===== src/rtl/surf_cin_pkg.sv =====
// Shared constants and elaboration helpers for the SURF CIN command framer.
package surf_cin_pkg;

    // Width of one serialised unit handed to the per-lane 4:1 DDR OSERDES.
    localparam int unsigned NIBBLE_W = 4;

    // Default training pattern and idle word (32-bit command format).
    localparam logic [31:0] DEFAULT_TRAIN_VALUE = 32'hA55A_6996;
    localparam logic [31:0] DEFAULT_IDLE_VALUE  = 32'h0000_0000;

    typedef logic [NIBBLE_W-1:0] nibble_t;

    // Clocks needed to send one command word.
    function automatic int unsigned frame_len(input int unsigned cmd_width);
        return cmd_width / NIBBLE_W;
    endfunction

    // Phase counter width; never narrower than one bit so a one-nibble word still
    // has a legal (constant zero) counter.
    function automatic int unsigned phase_width(input int unsigned cmd_width);
        int unsigned frame;
        frame = frame_len(cmd_width);
        return (frame > 1) ? $clog2(frame) : 1;
    endfunction

endpackage


===== src/rtl/surf_cin_lane.sv =====
// One SURF CIN lane: holds the word being sent and emits one nibble per clock.
module surf_cin_lane
    import surf_cin_pkg::*;
#(
    parameter int unsigned          CMD_WIDTH   = 32,
    parameter int unsigned          PHASE_W     = 3,
    parameter logic [CMD_WIDTH-1:0] TRAIN_VALUE = CMD_WIDTH'(DEFAULT_TRAIN_VALUE),
    parameter logic [CMD_WIDTH-1:0] IDLE_VALUE  = CMD_WIDTH'(DEFAULT_IDLE_VALUE),
    parameter logic                 INVERT      = 1'b0
) (
    input  logic                 sysclk_i,
    input  logic                 rst_n_i,
    // Effective phase: which nibble of the held word goes out next.
    input  logic [PHASE_W-1:0]   ep_i,
    // Word boundary: replace the held word at the end of this cycle.
    input  logic                 load_i,
    // Lane training select, sampled only at a load.
    input  logic                 train_i,
    // Command handshake completed and this lane is addressed.
    input  logic                 accept_i,
    input  logic [CMD_WIDTH-1:0] command_i,
    output nibble_t              nibble_o
);

    // Lane polarity is applied after the mux so the held word stays in true polarity.
    localparam nibble_t INV_MASK = {NIBBLE_W{INVERT}};

    logic [CMD_WIDTH-1:0] hold_q, hold_d;
    nibble_t              nibble_q, nibble_d;

    // Next held word: training wins over commands, and an unaccepted slot sends idle.
    always_comb begin
        hold_d = hold_q;
        if (load_i) begin
            if (train_i) begin
                hold_d = TRAIN_VALUE;
            end else if (accept_i) begin
                hold_d = command_i;
            end else begin
                hold_d = IDLE_VALUE;
            end
        end
    end

    // Select the nibble for the effective phase (LS nibble first) and apply polarity.
    always_comb begin
        nibble_d = hold_q[ep_i * NIBBLE_W +: NIBBLE_W] ^ INV_MASK;
    end

    // Hold and output registers; reset puts idle on the wire with lane polarity applied.
    always_ff @(posedge sysclk_i or negedge rst_n_i) begin
        if (!rst_n_i) begin
            hold_q   <= IDLE_VALUE;
            nibble_q <= IDLE_VALUE[NIBBLE_W-1:0] ^ INV_MASK;
        end else begin
            hold_q   <= hold_d;
            nibble_q <= nibble_d;
        end
    end

    assign nibble_o = nibble_q;

endmodule


===== src/rtl/surf_cin_framer.sv =====
// Multi-lane TURFIO->SURF CIN command framer: serialises command words into nibbles,
// one nibble per clock per lane, aligned to an externally supplied frame sync.
module surf_cin_framer
    import surf_cin_pkg::*;
#(
    parameter int unsigned          NCHAN       = 7,
    parameter int unsigned          CMD_WIDTH   = 32,
    parameter logic [CMD_WIDTH-1:0] TRAIN_VALUE = CMD_WIDTH'(DEFAULT_TRAIN_VALUE),
    parameter logic [CMD_WIDTH-1:0] IDLE_VALUE  = CMD_WIDTH'(DEFAULT_IDLE_VALUE),
    parameter logic [NCHAN-1:0]     CIN_INV     = {NCHAN{1'b0}}
) (
    input  logic                      sysclk_i,
    input  logic                      rst_n_i,
    // High marks frame phase 0 for this cycle.
    input  logic                      sync_i,
    input  logic [NCHAN-1:0]          train_i,
    input  logic [CMD_WIDTH-1:0]      command_i,
    input  logic [NCHAN-1:0]          command_mask_i,
    input  logic                      command_valid_i,
    output logic                      command_ready_o,
    // Lane n occupies bits [4n+3:4n]; bit 0 leaves the OSERDES first.
    output logic [NIBBLE_W*NCHAN-1:0] nibble_o,
    output logic                      frame_start_o,
    output logic                      sync_realign_o
);

    localparam int unsigned        FRAME      = frame_len(CMD_WIDTH);
    localparam int unsigned        PHASE_W    = phase_width(CMD_WIDTH);
    localparam logic [PHASE_W-1:0] LAST_PHASE = PHASE_W'(FRAME - 1);

    logic [PHASE_W-1:0] phase_q, phase_d;
    logic [PHASE_W-1:0] ep;
    logic               load;
    logic               accept;
    logic               frame_start_q, frame_start_d;
    logic               sync_realign_q, sync_realign_d;

    // Sync forces phase 0 for this cycle; the counter then runs on from there, so a
    // mid-frame sync replays the current word from nibble 0 without reloading it.
    always_comb begin
        ep            = sync_i ? '0 : phase_q;
        load          = (ep == LAST_PHASE);
        phase_d       = load ? '0 : ep + PHASE_W'(1);
        frame_start_d = (ep == '0);
        // A sync landing on phase 0 agrees with the running count: no realignment.
        sync_realign_d = sync_i && (phase_q != '0);
    end

    // A command is taken only in the final phase of a frame, and never during a sync
    // cycle since that cycle is no longer the word boundary.
    always_comb begin
        command_ready_o = (phase_q == LAST_PHASE) && !sync_i;
        accept          = command_valid_i && command_ready_o;
    end

    // Phase counter and frame status registers.
    always_ff @(posedge sysclk_i or negedge rst_n_i) begin
        if (!rst_n_i) begin
            phase_q        <= '0;
            frame_start_q  <= 1'b0;
            sync_realign_q <= 1'b0;
        end else begin
            phase_q        <= phase_d;
            frame_start_q  <= frame_start_d;
            sync_realign_q <= sync_realign_d;
        end
    end

    assign frame_start_o  = frame_start_q;
    assign sync_realign_o = sync_realign_q;

    for (genvar n = 0; n < NCHAN; n++) begin : g_lane
        surf_cin_lane #(
            .CMD_WIDTH   (CMD_WIDTH),
            .PHASE_W     (PHASE_W),
            .TRAIN_VALUE (TRAIN_VALUE),
            .IDLE_VALUE  (IDLE_VALUE),
            .INVERT      (CIN_INV[n])
        ) u_lane (
            .sysclk_i  (sysclk_i),
            .rst_n_i   (rst_n_i),
            .ep_i      (ep),
            .load_i    (load),
            .train_i   (train_i[n]),
            .accept_i  (accept && command_mask_i[n]),
            .command_i (command_i),
            .nibble_o  (nibble_o[NIBBLE_W*n +: NIBBLE_W])
        );
    end

endmodule

===== config.mk =====
export PLATFORM = sky130hd
export DESIGN_NAME = surf_cin_framer
export DESIGN_NICKNAME = d
export VERILOG_FILES = /design/src/rtl/surf_cin_pkg.sv /design/src/rtl/surf_cin_lane.sv /design/src/rtl/surf_cin_framer.sv
export SDC_FILE = /design/constraint.sdc
export NUM_CORES = 1
export LEC_CHECK = 0
export ABC_AREA = 0
export CORE_MARGIN = 2
export CORE_UTILIZATION = 53
export DETAILED_ROUTE_END_ITERATION = 12
export MAX_ROUTING_LAYER = met4
export PLACE_DENSITY = 0.76
export SETUP_SLACK_MARGIN = 0.1
export SYNTH_ARGS = -nofsm -noshare
export SYNTH_HDL_FRONTEND = slang
export SYNTH_SLANG_ARGS = --single-unit

===== constraint.sdc =====
create_clock -name sysclk_i -period 2.3 [get_ports sysclk_i]
set_input_delay 0.23 -clock sysclk_i [delete_from_list [all_inputs] [get_ports sysclk_i]]
set_output_delay 0.23 -clock sysclk_i [all_outputs]
set_load 0.01 [all_outputs]

==> results of run 1 <==
-- sequential cells by signal, summed over array words and instances (netlist names) --
register                cells
g_lane.u_lane.hold_q      224
g_lane.u_lane.nibble_o     28
sync_realign_o              1
frame_start_o               1
phase_q                     3
-- area by class of cell --
cell class	instances	area, um^2	share of cell area (%)
tap	280	350	2.45
sequential	257	6440	45.0
multi-input combinational	492	3940	27.6
timing repair buffer	167	1860	13.0
clock buffer	33	706	4.94
clock inverter	12	141	0.989
inverter	227	852	5.96
-- per-layer routing --
| metal | up-vias | track usage (%) | wire length, um |
|---|---|---|---|
| met2 | 607 | 46.3 | 16000 |
| met3 | 99 | 6.96 | 4000 |
| li1 | 4054 | - | - |
| met4 | 0 | 12.9 | 1580 |
| met5 | - | - | 0 |
| met1 | 4647 | 44.4 | 14100 |
-- cells by family after synthesis --
group           Yosys count
compound gates          316
fa+ha+maj                 3
buf+inv                 311
flops                   257
mux                      78
simple gates             95
-- path summary, 6_finish.rpt --
check                      slack (ns)  cells past startpoint                                 endpoint
setup / recovery                 0.17                      3                          command_ready_o
hold reg to reg                  0.54                      2   g_lane[2].u_lane.hold_q[3]$_DFFE_PN0N_
setup reg to reg                 0.24                      9   g_lane[5].u_lane.hold_q[7]$_DFFE_PN0N_
min in group sysclk_i            0.45                      4  g_lane[5].u_lane.hold_q[10]$_DFFE_PN0N_
hold / removal                   0.24                      2  g_lane[4].u_lane.hold_q[30]$_DFFE_PN0N_
max in group asynchronous        1.27                      3  g_lane[1].u_lane.hold_q[13]$_DFFE_PN0N_
-- power by group through the flow --
stage / sequential [mW] / clock (mW) / combinational [mW]
floorplan: 6.31 / 0 / 1.89
global placement: 6.37 / 0 / 2.77
detailed placement: 6.43 / 0 / 2.87
CTS: 6.36 / 4.25 / 2.92
global route: 6.52 / 4.44 / 3.25
finish: 6.38 / 4.23 / 2.93
-- repair_timing --
item,4_1_cts,5_1_grt
endpoints found under the setup margin,1,1
gates cloned,1,1
hold endpoints to repair,66,0
setup buffers,1,1
hold buffers,1,0
resized for setup,2,1
-- metrics by stage --
| step | util, % | instances | hold WS, ns |
|---|---|---|---|
| floorplan | - | 1060 | -0.0656 |
| finish | 66.1 | 1468 | 0.245 |
| global route | 66.1 | 1468 | 0.313 |
| detailed placement | 61.7 | 1418 | 0.240 |
| global placement | 61.7 | 1418 | 0.243 |
| CTS | 65.9 | 1466 | 0.289 |
-- layout by cell type (no fill, tap or decap), types with 5 or more instances in the layout --
master | netlist | final
dfrtp_1 | 257 | 255
inv_1 | 226 | 226
o221ai_1 | 137 | 137
o22ai_1 | 102 | 102
clkdlybuf4s50_1 | 0 | 79
nand2_1 | 67 | 67
buf_4 | 4 | 56
mux2_2 | 50 | 50
mux2i_1 | 28 | 28
buf_12 | 1 | 27
clkbuf_16 | 0 | 26
o32ai_1 | 25 | 25
o21ai_0 | 25 | 25
o22ai_2 | 10 | 10
nand4b_4 | 7 | 7
clkinv_2 | 0 | 7
nand2b_1 | 5 | 5
nand3_1 | 5 | 5
clkbuf_8 | 0 | 5
-- critical path: cells and delay by family, from the launching register on --
family | cells | cell delay [ns]
flip-flops | 1 | 0.50
AND/OR/NAND/NOR | 1 | 0.23
buffers and inverters | 2 | 0.64
==> results.py, run 1 <==
metrics = {
    "hold_path": {
        "hold_path.class": "in -> async",
    },
    "drt": {
        "vias": 9407,
        "wl_mm": 35.6,
        "drtIter0Drc": 1136,
        "drt-pass1-iter-count": 5,
        "wl_per_cell_um": 24.3,
        "via_per_inst": 6.41,
        "drc": 0,
        "ant_nets": 0,
    },
    "power_and_ir_drop": {
        "power.density_nw_per_um2": 948,
        "p_int_mw": 9.85,
        "p_comb_share_pct": 21.6,
        "power.net_switching_mw": 3.69,
        "power_frac_seq_pct": 47.1,
        "sw_frac_of_total_pct": 27.2,
        "total_power_mw": 13.5,
        "max-vdd-ir-drop_v": 0.000538,
        "leakage_nw": 6.80,
        "p_clk_share_pct": 31.2,
    },
    "logic_synthesis": {
        "synth_cell_type_count": 36,
        "synth_most_common_cell": "dfrtp_1",
        "ys_top_cells_by_area": "dfrtp_1 (55%), o221ai_1 (10%), inv_1 (7.3%)",
        "netlist.area_leader.share_pct": 55.4,
        "muxShareOfSynthArea_pct": 7.27,
        "synth_area_leader_cell": "dfrtp_1",
        "yosys.area_share.simple_pct": 5.01,
        "synth_xor_area_share_pct": 0,
        "synth_common_cells": "dfrtp_1 (257), inv_1 (226), o221ai_1 (137), o22ai_1 (102), nand2_1 (67)",
        "synthAdderAreaFrac_pct": 0.324,
        "ys_warn_count": 0,
        "ys_seq_area_share_pct": 55.4,
        "synthArstFlopShare_pct": 100,
        "synth_compound_area_share_pct": 21.2,
        "synth_seq_cells": 257,
        "syn_inst": 1060,
        "synth_edf_count": 0,
        "ys.flop_type": "dfrtp_1",
        "syn_avg_cell_area_um2": 10.9,
        "synth_top_family_by_area": "compound AO/OA/AOI/OAI gates",
        "netlist_area_um2": 11600,
        "syn-num-nets": 1113,
    },
    "clock_network": {
        "clock-sinks": 257,
        "cts-buffers-inserted": 25,
        "clock_path_buffers": 3,
        "htreeDepth": 1,
        "clk_latency_ns": 0.54,
        "cts.clk_slew.worst_paths_ns": 0.06,
        "cts_tree": "built",
        "cts_root_buffer": "clkbuf_16",
    },
    "placed_design": {
        "dp_hpwl_mm": 20.9,
        "dpl_worst_slack_ns": 0.0378,
        "place_area_um2": 13400,
        "place_congestion": 0.884,
        "port_buffers": 80,
    },
    "sta": {
        "layout_setup_ws_ns": 0.169,
        "setup_tns_ns": 0,
        "finalSetupViolCount": 0,
        "rsz0062_at_grt": "false",
        "final_max_slew_viol_count": 0,
        "hold_viol": 0,
        "slew_headroom_pct": 51.8,
        "tightestPinTransition_ns": 0.723,
        "clock.fmax_mhz": 469,
        "clock_skew_ns": 0.0215,
        "period_needed_ns": 2.13,
        "fin_crit_sh_pct": 92.6,
    },
    "setup_path": {
        "cp.required_ns": 2.07,
        "critPathCaptureType": "output port",
        "slowest_stage": "dfrtp_4",
        "startpoint_type": "flop",
        "cp_cell_sequence": "buf_16 > and4b_2 > clkdlybuf4s50_1",
        "r2r-start": "phase_q[0]$_DFF_PN0_",
        "critical_path_peak_fanout": 11,
        "worst-setup-path-type": "reg -> out",
        "critical_path_arrival_ns": 1.90,
        "critPathLaunch": "phase_q[0]$_DFF_PN0_",
        "cpPeakStageDelay_ns": 0.50,
    },
    "global_route": {
        "grtUsageTotal_pct": 32.0,
        "gr-total-overflow": 0,
        "grt_max_degree": 72,
        "antenna_found_initial": 0,
        "grt_pass1_wl_mm": 56.0,
        "grt_pass1_vias": 9650,
    },
    "run": {
        "max_cap_viol_count": 0,
    },
    "floorplan": {
        "dieWidth_um": 152,
        "dieArea_um2": 23100,
        "rows": 54,
        "io_pins": 81,
        "core_um2": 21600,
        "start_util_pct": 53.6,
        "die_h_um": 152,
    },
    "finish": {
        "nNetsFinal": 1223,
        "drive_above_1_share_pct": 17.3,
        "finish.instance_area_um2": 14300,
        "fillers": 1617,
        "antenna_cells": 0,
        "area_growth_pct": 23.2,
    },
    "status": {
        "status": "finished, final reports clean",
    },
}
Power figures use the tool's default switching activity.
==> run 2, diff against run 1 <==
--- a/config.mk
+++ b/config.mk
@@ -6,12 +6,12 @@
 export NUM_CORES = 1
 export LEC_CHECK = 0
 export ABC_AREA = 0
-export CORE_MARGIN = 2
 export CORE_UTILIZATION = 53
 export DETAILED_ROUTE_END_ITERATION = 12
 export MAX_ROUTING_LAYER = met4
 export PLACE_DENSITY = 0.76
 export SETUP_SLACK_MARGIN = 0.1
+export SKIP_CTS_REPAIR_TIMING = 1
 export SYNTH_ARGS = -nofsm -noshare
 export SYNTH_HDL_FRONTEND = slang
 export SYNTH_SLANG_ARGS = --single-unit
==> run 2 against run 1 <==
Effect of this change: combinational power barely moved; cell count fell by 0.27%; clock power rose by 0.9%; register-to-register slack improved by 0.10 ns; critical path type unchanged; design area rose by 1.5%; critical endpoint unchanged; largest cell class unchanged; clock skew fell by 0.0061 ns; fmax fell by 1.2%; count of clock-buffer cells in the layout rose by 8; hold slack got worse by 0.020 ns; largest power group unchanged; utilization rose by 2.2 points; die area fell by 2.6%.
==> results.py, run 2 (synthesis results as in run 1) <==
metrics = {
    "finish": {
        "ff_latch_area_um2": 6440,
        "largest-register": "g_lane.u_lane.hold_q",
        "antenna_cells": 0,
        "final_core_util_pct": 68.3,
        "area_growth_pct": 25.0,
        "final_common_cell": "dfrtp_1",
        "nNetsFinal": 1223,
        "drive_above_1_share_pct": 17.2,
        "largest_reg_flops": 224,
        "layout.cells.most_common_list": "dfrtp_1 (255), inv_1 (226), o221ai_1 (137)",
        "multi_input_area_um2": 3940,
        "finish.instance_area_um2": 14500,
        "fillers": 1546,
    },
    "floorplan": {
        "rows": 53,
        "die_h_um": 150,
        "io_pins": 81,
        "core_um2": 21200,
        "dieArea_um2": 22500,
        "dieWidth_um": 150,
        "start_util_pct": 54.7,
    },
    "clock_network": {
        "clock-sinks": 257,
        "cts_root_buffer": "clkbuf_16",
        "cts.clk_slew.worst_paths_ns": 0.06,
        "cts_tree": "built",
        "clock_path_buffers": 3,
        "cts-buffers-inserted": 26,
        "htreeDepth": 1,
        "clk_latency_ns": 0.54,
    },
    "run": {
        "max_cap_viol_count": 0,
    },
    "setup_path": {
        "slowest_stage": "clkdlybuf4s50_1",
        "startpoint_type": "flop",
        "critPathCaptureType": "output port",
        "cp_top_family": "buffers and inverters",
        "cp_cell_sequence": "and4b_2 > clkdlybuf4s50_1",
        "crit_buf_inv": 1,
        "critical_path_arrival_ns": 1.93,
        "cp.required_ns": 2.07,
        "critical_path_peak_fanout": 10,
        "cpPeakStageDelay_ns": 0.57,
        "worst-setup-path-type": "reg -> out",
    },
    "sta": {
        "setup_tns_ns": 0,
        "clock.fmax_mhz": 464,
        "period_needed_ns": 2.16,
        "fin_crit_sh_pct": 93.7,
        "finalSetupViolCount": 0,
        "slew_headroom_pct": 47.5,
        "tightestPinTransition_ns": 0.787,
        "rsz0062_at_grt": "false",
        "hold_viol": 0,
        "layout_setup_ws_ns": 0.144,
        "clock_skew_ns": 0.0154,
        "final_max_slew_viol_count": 0,
    },
    "placed_design": {
        "place_area_um2": 13600,
        "place_congestion": 0.882,
        "dpl_worst_slack_ns": 0.0132,
        "port_buffers": 80,
        "dp_hpwl_mm": 21.2,
    },
    "drt": {
        "drc": 0,
        "wl_mm": 35.7,
        "drt-pass1-iter-count": 6,
        "vias": 9390,
        "drtIter0Drc": 967,
        "ant_nets": 0,
        "via_per_inst": 6.41,
        "wl_per_cell_um": 24.4,
    },
    "global_route": {
        "grtUsageTotal_pct": 34.1,
        "antenna_found_initial": 0,
        "grt_max_degree": 83,
        "grt_pass1_vias": 9235,
        "grt_pass1_wl_mm": 55.1,
        "gr-total-overflow": 0,
    },
    "power_and_ir_drop": {
        "leakage_nw": 6.92,
        "power.density_nw_per_um2": 936,
        "max-vdd-ir-drop_v": 0.000607,
        "total_power_mw": 13.6,
    },
    "status": {
        "status": "finished, final reports clean",
    },
    "hold_path": {
        "hold_path.class": "in -> async",
    },
}
-- run 2: report_power, final --
group	internal, mW	leakage (nW)	total, mW	switching [mW]
logic	1.61	3.94	2.94	1.34
registers	5.74	2.54	6.36	0.624
clock network	2.54	0.437	4.27	1.74
-- run 2: stage by stage --
stage	std cells	hold slack, ns
after floorplan	1060	-0.0656
after global placement	1416	0.189
after detailed placement	1416	0.191
after CTS	1463	-0.361
after global routing	1464	0.257
final	1464	0.225
-- run 2: routing by layer --
metal / part of all wire, % / track usage [%]
met3: 11 / 7.41
met2: 45 / 50.2
met1: 40 / 46.9
met4: 3.6 / 11.8
met5: 0 / -
-- run 2: worst paths after layout --
| kind | cells past startpoint | start | slack (ns) | endpoint |
|---|---|---|---|---|
| worst max-delay path | 2 | phase_q[0]$_DFF_PN0_ | 0.14 | command_ready_o |
| worst min register to register | 2 | g_lane[4].u_lane.hold_q[5]$_DFFE_PN0N_ | 0.54 | g_lane[4].u_lane.hold_q[5]$_DFFE_PN0N_ |
| worst min-delay path | 2 | rst_n_i | 0.22 | g_lane[4].u_lane.nibble_o[1]$_DFF_PN0_ |
| worst max register to register | 8 | phase_q[1]$_DFF_PN0_ | 0.34 | g_lane[0].u_lane.hold_q[24]$_DFFE_PN0N_ |
| max in group asynchronous | 3 | rst_n_i | 1.27 | g_lane[3].u_lane.hold_q[20]$_DFFE_PN0N_ |
| min in group sysclk_i | 2 | sync_i | 0.36 | sync_realign_o$_DFF_PN0_ |
-- run 2: area by class of cell --
cell class / count / share of cell area, %
inverter: 227 / 5.88
tap: 275 / 2.37
sequential: 257 / 44.4
timing repair buffer: 166 / 14.2
multi-input combinational: 492 / 27.2
clock inverter: 6 / 0.380
clock buffer: 41 / 5.64
-- run 2: worst reg2reg max path: cells and delay by family (launching register included) --
kind / cells / cell delay (ns)
buf+inv: 3 / 0.47
flops: 1 / 0.46
fa+ha+maj: 2 / 0.49
compound gates: 1 / 0.19
simple gates: 2 / 0.26
==> run 3, diff against run 2 <==
--- a/config.mk
+++ b/config.mk
@@ -8,6 +8,7 @@
 export ABC_AREA = 0
 export CORE_UTILIZATION = 53
 export DETAILED_ROUTE_END_ITERATION = 12
+export GPL_ROUTABILITY_DRIVEN = 0
 export MAX_ROUTING_LAYER = met4
 export PLACE_DENSITY = 0.76
 export SETUP_SLACK_MARGIN = 0.1
==> results of run 3 <==
Same layout as run 2: the final DEF is identical, and so are final timing and power.
